===== src/rtl/apb_regfile_slave.sv =====
//------------------------------------------------------------------------------
// apb_regfile_slave
//
// Parametrised APB4 slave register file. Each word register is either a
// software read/write control register or, when its RO_MASK bit is set, a
// read-only status register whose read value comes straight from status_i.
// Every access phase is stretched by WAIT_STATES cycles. Unaligned or
// out-of-range addresses, and writes to read-only registers, complete with
// PSLVERR.
//
// Ports
//   PCLK, PRESETn      bus clock, asynchronous active-low reset
//   PSEL, PENABLE      APB select and access-phase indicator
//   PWRITE             1 = write, 0 = read
//   PADDR              byte address (ADDR_WIDTH bits)
//   PWDATA, PSTRB      write data and byte-lane enables
//   PRDATA             read data, nonzero only in a good read's ready cycle
//   PREADY, PSLVERR    transfer completion and error (error only with ready)
//   regs_o             flattened RW register contents, RO slices tied to 0
//   status_i           flattened hardware values returned for RO registers
//------------------------------------------------------------------------------
`timescale 1ns/1ps

module apb_regfile_slave #(
    parameter int                  ADDR_WIDTH  = 8,
    parameter int                  DATA_WIDTH  = 32,
    parameter int                  NUM_REGS    = 16,
    parameter int                  WAIT_STATES = 0,
    parameter logic [NUM_REGS-1:0] RO_MASK     = '0
) (
    input  logic                           PCLK,
    input  logic                           PRESETn,
    input  logic                           PSEL,
    input  logic                           PENABLE,
    input  logic                           PWRITE,
    input  logic [ADDR_WIDTH-1:0]          PADDR,
    input  logic [DATA_WIDTH-1:0]          PWDATA,
    input  logic [DATA_WIDTH/8-1:0]        PSTRB,
    output logic [DATA_WIDTH-1:0]          PRDATA,
    output logic                           PREADY,
    output logic                           PSLVERR,
    output logic [NUM_REGS*DATA_WIDTH-1:0] regs_o,
    input  logic [NUM_REGS*DATA_WIDTH-1:0] status_i
);

    localparam int STRB_W = DATA_WIDTH / 8;
    localparam int OFFS   = $clog2(STRB_W);
    localparam int IDX_W  = (NUM_REGS > 1) ? $clog2(NUM_REGS) : 1;
    localparam logic [ADDR_WIDTH-1:0] OFFS_MASK = ADDR_WIDTH'((1 << OFFS) - 1);

    typedef enum logic [1:0] {
        IDLE   = 2'd0,
        SETUP  = 2'd1,
        ACCESS = 2'd2
    } state_t;

    // state_q only ever holds IDLE or ACCESS: the setup phase is recognised
    // from the live bus while state_q is IDLE. This gives zero-wait transfers
    // and lets a new setup follow a completion with no idle cycle.
    state_t state_q;
    state_t phase;
    state_t state_d;

    logic [3:0]            wait_cnt;
    logic                  access_done;

    logic [ADDR_WIDTH-1:0] idx;
    logic [IDX_W-1:0]      reg_sel;
    logic                  unaligned;
    logic                  in_range;
    logic                  dec_err;
    logic                  commit;
    logic [DATA_WIDTH-1:0] rd_value;

    logic [DATA_WIDTH-1:0] regs [NUM_REGS];

    //--------------------------------------------------------------------------
    // Address decode
    //--------------------------------------------------------------------------
    assign idx       = PADDR >> OFFS;
    assign reg_sel   = idx[IDX_W-1:0];
    assign unaligned = (PADDR & OFFS_MASK) != '0;
    assign in_range  = (32'(idx) < 32'(NUM_REGS));
    assign dec_err   = unaligned || !in_range || (PWRITE && RO_MASK[reg_sel]);
    assign rd_value  = RO_MASK[reg_sel] ? status_i[reg_sel*DATA_WIDTH +: DATA_WIDTH]
                                        : regs[reg_sel];

    // The access phase ends when the counter has spent WAIT_STATES cycles.
    assign access_done = (state_q == ACCESS) && (wait_cnt == 4'(WAIT_STATES));

    // A dropped PSEL in the ready cycle is an abort, so it never commits.
    assign commit = access_done && PSEL && PWRITE && !dec_err;

    //--------------------------------------------------------------------------
    // FSM: state register
    //--------------------------------------------------------------------------
    // NOTE: sequential state uses non-blocking (<=) so every flop samples the
    // values from before the edge, independent of block ordering.
    always_ff @(posedge PCLK or negedge PRESETn) begin
        if (!PRESETn) begin
            state_q <= IDLE;
        end else begin
            state_q <= state_d;
        end
    end

    //--------------------------------------------------------------------------
    // FSM: next-state logic
    //--------------------------------------------------------------------------
    // NOTE: every variable driven here gets a default first, so no path can
    // leave it unassigned and infer a latch.
    always_comb begin
        phase   = state_q;
        state_d = IDLE;
        // PSEL with PENABLE already high from IDLE is a protocol violation
        // and is left in IDLE.
        if (state_q == IDLE && PSEL && !PENABLE) begin
            phase = SETUP;
        end
        case (phase)
            IDLE:    state_d = IDLE;
            SETUP:   state_d = ACCESS;
            ACCESS:  state_d = (PSEL && !access_done) ? ACCESS : IDLE;
            default: state_d = IDLE;
        endcase
    end

    //--------------------------------------------------------------------------
    // FSM: outputs
    //--------------------------------------------------------------------------
    always_comb begin
        PREADY  = access_done;
        PSLVERR = access_done && dec_err;
        PRDATA  = '0;
        if (access_done && !PWRITE && !dec_err) begin
            PRDATA = rd_value;
        end
    end

    //--------------------------------------------------------------------------
    // Wait-state counter
    //--------------------------------------------------------------------------
    always_ff @(posedge PCLK or negedge PRESETn) begin
        if (!PRESETn) begin
            wait_cnt <= '0;
        end else if (phase == SETUP) begin
            wait_cnt <= '0;
        end else if (state_q == ACCESS && !access_done) begin
            wait_cnt <= wait_cnt + 4'd1;
        end
    end

    //--------------------------------------------------------------------------
    // Register storage with byte-lane writes
    //--------------------------------------------------------------------------
    // NOTE: this array is small control state whose reset value is visible on
    // regs_o, so it is reset with the rest of the logic rather than treated
    // as an uninitialised RAM.
    always_ff @(posedge PCLK or negedge PRESETn) begin
        if (!PRESETn) begin
            for (int i = 0; i < NUM_REGS; i++) begin
                regs[i] <= '0;
            end
        end else if (commit) begin
            for (int b = 0; b < STRB_W; b++) begin
                if (PSTRB[b]) begin
                    regs[reg_sel][b*8 +: 8] <= PWDATA[b*8 +: 8];
                end
            end
        end
    end

    // RO registers are never written, but their slices are forced to 0 so
    // downstream logic never depends on that.
    for (genvar i = 0; i < NUM_REGS; i++) begin : g_regs_o
        assign regs_o[i*DATA_WIDTH +: DATA_WIDTH] = RO_MASK[i] ? '0 : regs[i];
    end

endmodule


===== config.mk =====
export PLATFORM = sky130hd
export DESIGN_NAME = apb_regfile_slave
export DESIGN_NICKNAME = d
export VERILOG_FILES = /design/src/rtl/apb_regfile_slave.sv
export SDC_FILE = /design/constraint.sdc
export NUM_CORES = 1
export LEC_CHECK = 0
export BUFFER_PORTS_ARGS = -buffer_cell sky130_fd_sc_hd__buf_2
export CORE_AREA = 2 2 431 433
export DETAILED_ROUTE_END_ITERATION = 8
export DIE_AREA = 0 0 433 435
export SLEW_MARGIN = 20
export SYNTH_ARGS = -nofsm -noshare
export SYNTH_HDL_FRONTEND = slang
export SYNTH_SLANG_ARGS = --single-unit

===== constraint.sdc =====
create_clock -name PCLK -period 4.8 [get_ports PCLK]
set_input_delay 0 -clock PCLK [delete_from_list [all_inputs] [get_ports PCLK]]
set_output_delay 0 -clock PCLK [all_outputs]
set_load 0.03 [all_outputs]

==> results.cfg <==
[pwr]
p_leak_nw = 16.4
powerDensity_nw_per_um2 = 304
vdd_drop_max_uv = 265

[placement]
portBuffers = 594
placed_cell_area_sq_um = 29900
gp_congestion = 0.889
hpwl_mm = 86.3

[global_route]
grt_pass1_wl_mm = 154
antenna_found_initial = 7
grt_pass1_vias = 17372
grt_max_degree = 128
grt_usage_pct = 11.8
grt_overflow = 0

[clock_network]
cts_max_path_buffers = 3
cts_setup_buffers = 0
htree_levels = 2
cts_buffers = 61
clk_pin_slew_ns = 0.07
cts_resized = 0
cts_root_buf = clkbuf_16
cts.sinks = 517
ctsHoldBuffers = 37
insertion_delay_ns = 0.68
cts_tree = built

[run]
cap_viol_max_count = 0

[floorplan]
start_util_pct = 12.9
die_w_um = 433
die_h_um = 435
num_rows = 158
core_area_sq_um = 184000
ioPinCount = 1107
die_area_sq_um = 188000

[layout]
layout.nets = 2684
area_growth_pct = 36.1
fin_area_sq_um = 32400
drive_gt1_share_pct = 65.9
seq_area_sq_um = 12900
multi_input_area_sq_um = 10500
fillCellCount = 20184

[synthesis]
ys_types = 35
synthesis.instances = 1482
synthTopCellsByCount = 543 x mux2_2, 517 x dfrtp_1, 124 x mux4_2, 74 x clkbuf_1, 52 x nand3_1
synthArstFlopShare_pct = 100
synth_nets = 2045
yosysWarnings = 0
synth_area_sq_um = 23800
yosys-top-cells-area = dfrtp_1 54%, mux2_2 26%, mux4_2 12%
synth-edff-count = 0
avgSynthCellArea_sq_um = 16.1
synth_ff_type = dfrtp_1
synth_top_cell_area_share_pct = 54.4
yosysMostFrequentCell = mux2_2
synth_area_leader_cell = dfrtp_1
synth_seq_area_share_pct = 54.4
synth-seq-cells = 517

[sta]
post-route-min-period_ns = 3.76
final_max_slew_viol_count = 0
rsz0062_at_grt = false
period_share_pct = 78.3
hold_viol_final = 0
timing.fmax_mhz = 266
relSlewSlack_pct = 27.6
setup_viol = 0
tightest_slew_ns = 1.08
fin_skew_ns = 0.0371
setup-tns-final_ns = 0

[route]
via_per_inst = 3.64
dr_wl_met3_mm = 5.76
highest_layer = met4
wl_met1_mm = 42.1
routed_wl_mm = 114
wl_per_cell_um = 24.4
dr_wl_met2_mm = 59.3
drtAntennaViolNets = 0
remaining_drc_errors = 0
route.vias.total = 16948
dr.pass1.iters = 5
drtIter0Drc = 1056

[setup_path]
critPathRequiredTime_ns = 4.80
worstReg2RegEnd = regs_o[95]
crit_fanout = 23
r2r_setup_slack_ns = 1.15
r2r_start = wait_cnt[0]
critPathLaunchType = flip-flop
rr_worst_depth = 7
path_class = flip-flop to primary output
arrival_ns = 3.76
cp-end-kind = primary output

[min_path]
min-delay-path-class = input pin to async pin

[run_status]
status = completed
[cells in the final DEF, fill, tap and decap left out, types with 3 or more instances in the layout]
cell and count:
and2_1 7, buf_12 4, buf_2 590, buf_4 44
bufinv_16 4, clkbuf_1 20, clkbuf_16 61, clkbuf_8 13
clkinv_2 6, clkinv_4 3, dfrtp_1 517, diode_2 7
dlygate4sd3_1 36, inv_1 5, inv_6 5, mux2_2 543
mux2i_1 38, mux4_2 124, nand2_1 12, nand3_1 52
nor2_1 5, nor3_2 3, nor3_4 14, o2bb2ai_1 31
[final cells by class]
cell class | instances | share of cell area [%]
inverters | 5 | 0.0580
repair buffers | 678 | 11.7
flip-flops and latches | 517 | 40.0
clock buffers | 94 | 5.50
well taps | 2480 | 9.59
clock inverters | 21 | 0.812
diodes | 7 | 0.0541
multi-input cells | 858 | 32.3
[flip-flops by register name (all words and copies together) (netlist names)]
register	count
regs_o	512
state_q	1
wait_cnt	4
[power breakdown]
part | switching [mW] | total, mW | internal [mW]
Clock | 2.01 | 4.79 | 2.78
Combinational | 0.452 | 0.634 | 0.183
Sequential | 0.0330 | 4.43 | 4.39
[logic make-up after synthesis]
family	after synthesis	synth area share, %
buffers and inverters	107	1.86
flip-flops	517	54.4
multiplexers	705	39.0
AO/OA/AOI/OAI	38	1.36
adder cells (fa/ha/maj)	2	0.105
AND/OR/NAND/NOR	111	3.18
XOR/XNOR	2	0.0737
[per-stage QoR]
step	util, %	setup slack [ns]	power, mW	hold slack [ns]	instances
final	17.6	1.04	9.85	0.0157	4660
after global routing	17.6	0.991	10.2	0.0454	4656
after floorplan	-	2.16	4.80	-0.296	1482
after global placement	16.3	1.16	5.12	0.0501	4501
after CTS	17.6	1.02	10.0	0.00413	4653
after detailed placement	16.3	1.12	5.13	0.0667	4501
[worst max path at each step]
stage / start / end / slack, ns / cells past startpoint
2_1_floorplan: PADDR[5] / PRDATA[8] / 2.16 / 5
3_3_place_gp: wait_cnt[0] / regs_o[126] / 1.16 / 7
4_1_cts: wait_cnt[0] / PRDATA[19] / 1.02 / 8
6_report: wait_cnt[0] / PRDATA[19] / 1.04 / 8
5_1_grt: wait_cnt[0] / PRDATA[19] / 0.99 / 8
3_5_place_dp: wait_cnt[0] / regs_o[124] / 1.12 / 7
[worst max-delay path, stage by stage, from the launching register on]
cell and delay [ns]:
dfrtp_1 0.42, inv_1 0.09, ha_1 0.17, nand4bb_1 0.10, buf_4 0.23, or4_2 0.88, buf_4 0.40, o2bb2ai_1 0.40
buf_2 0.27
[routing by layer]
layer	track usage (%)	vias to the layer above
li1	-	6953
met1	13.2	9162
met2	21.1	610
met3	2.32	223
met4	6.35	0
met5	0	-
No activity file was read; power rests on OpenSTA's default activity.
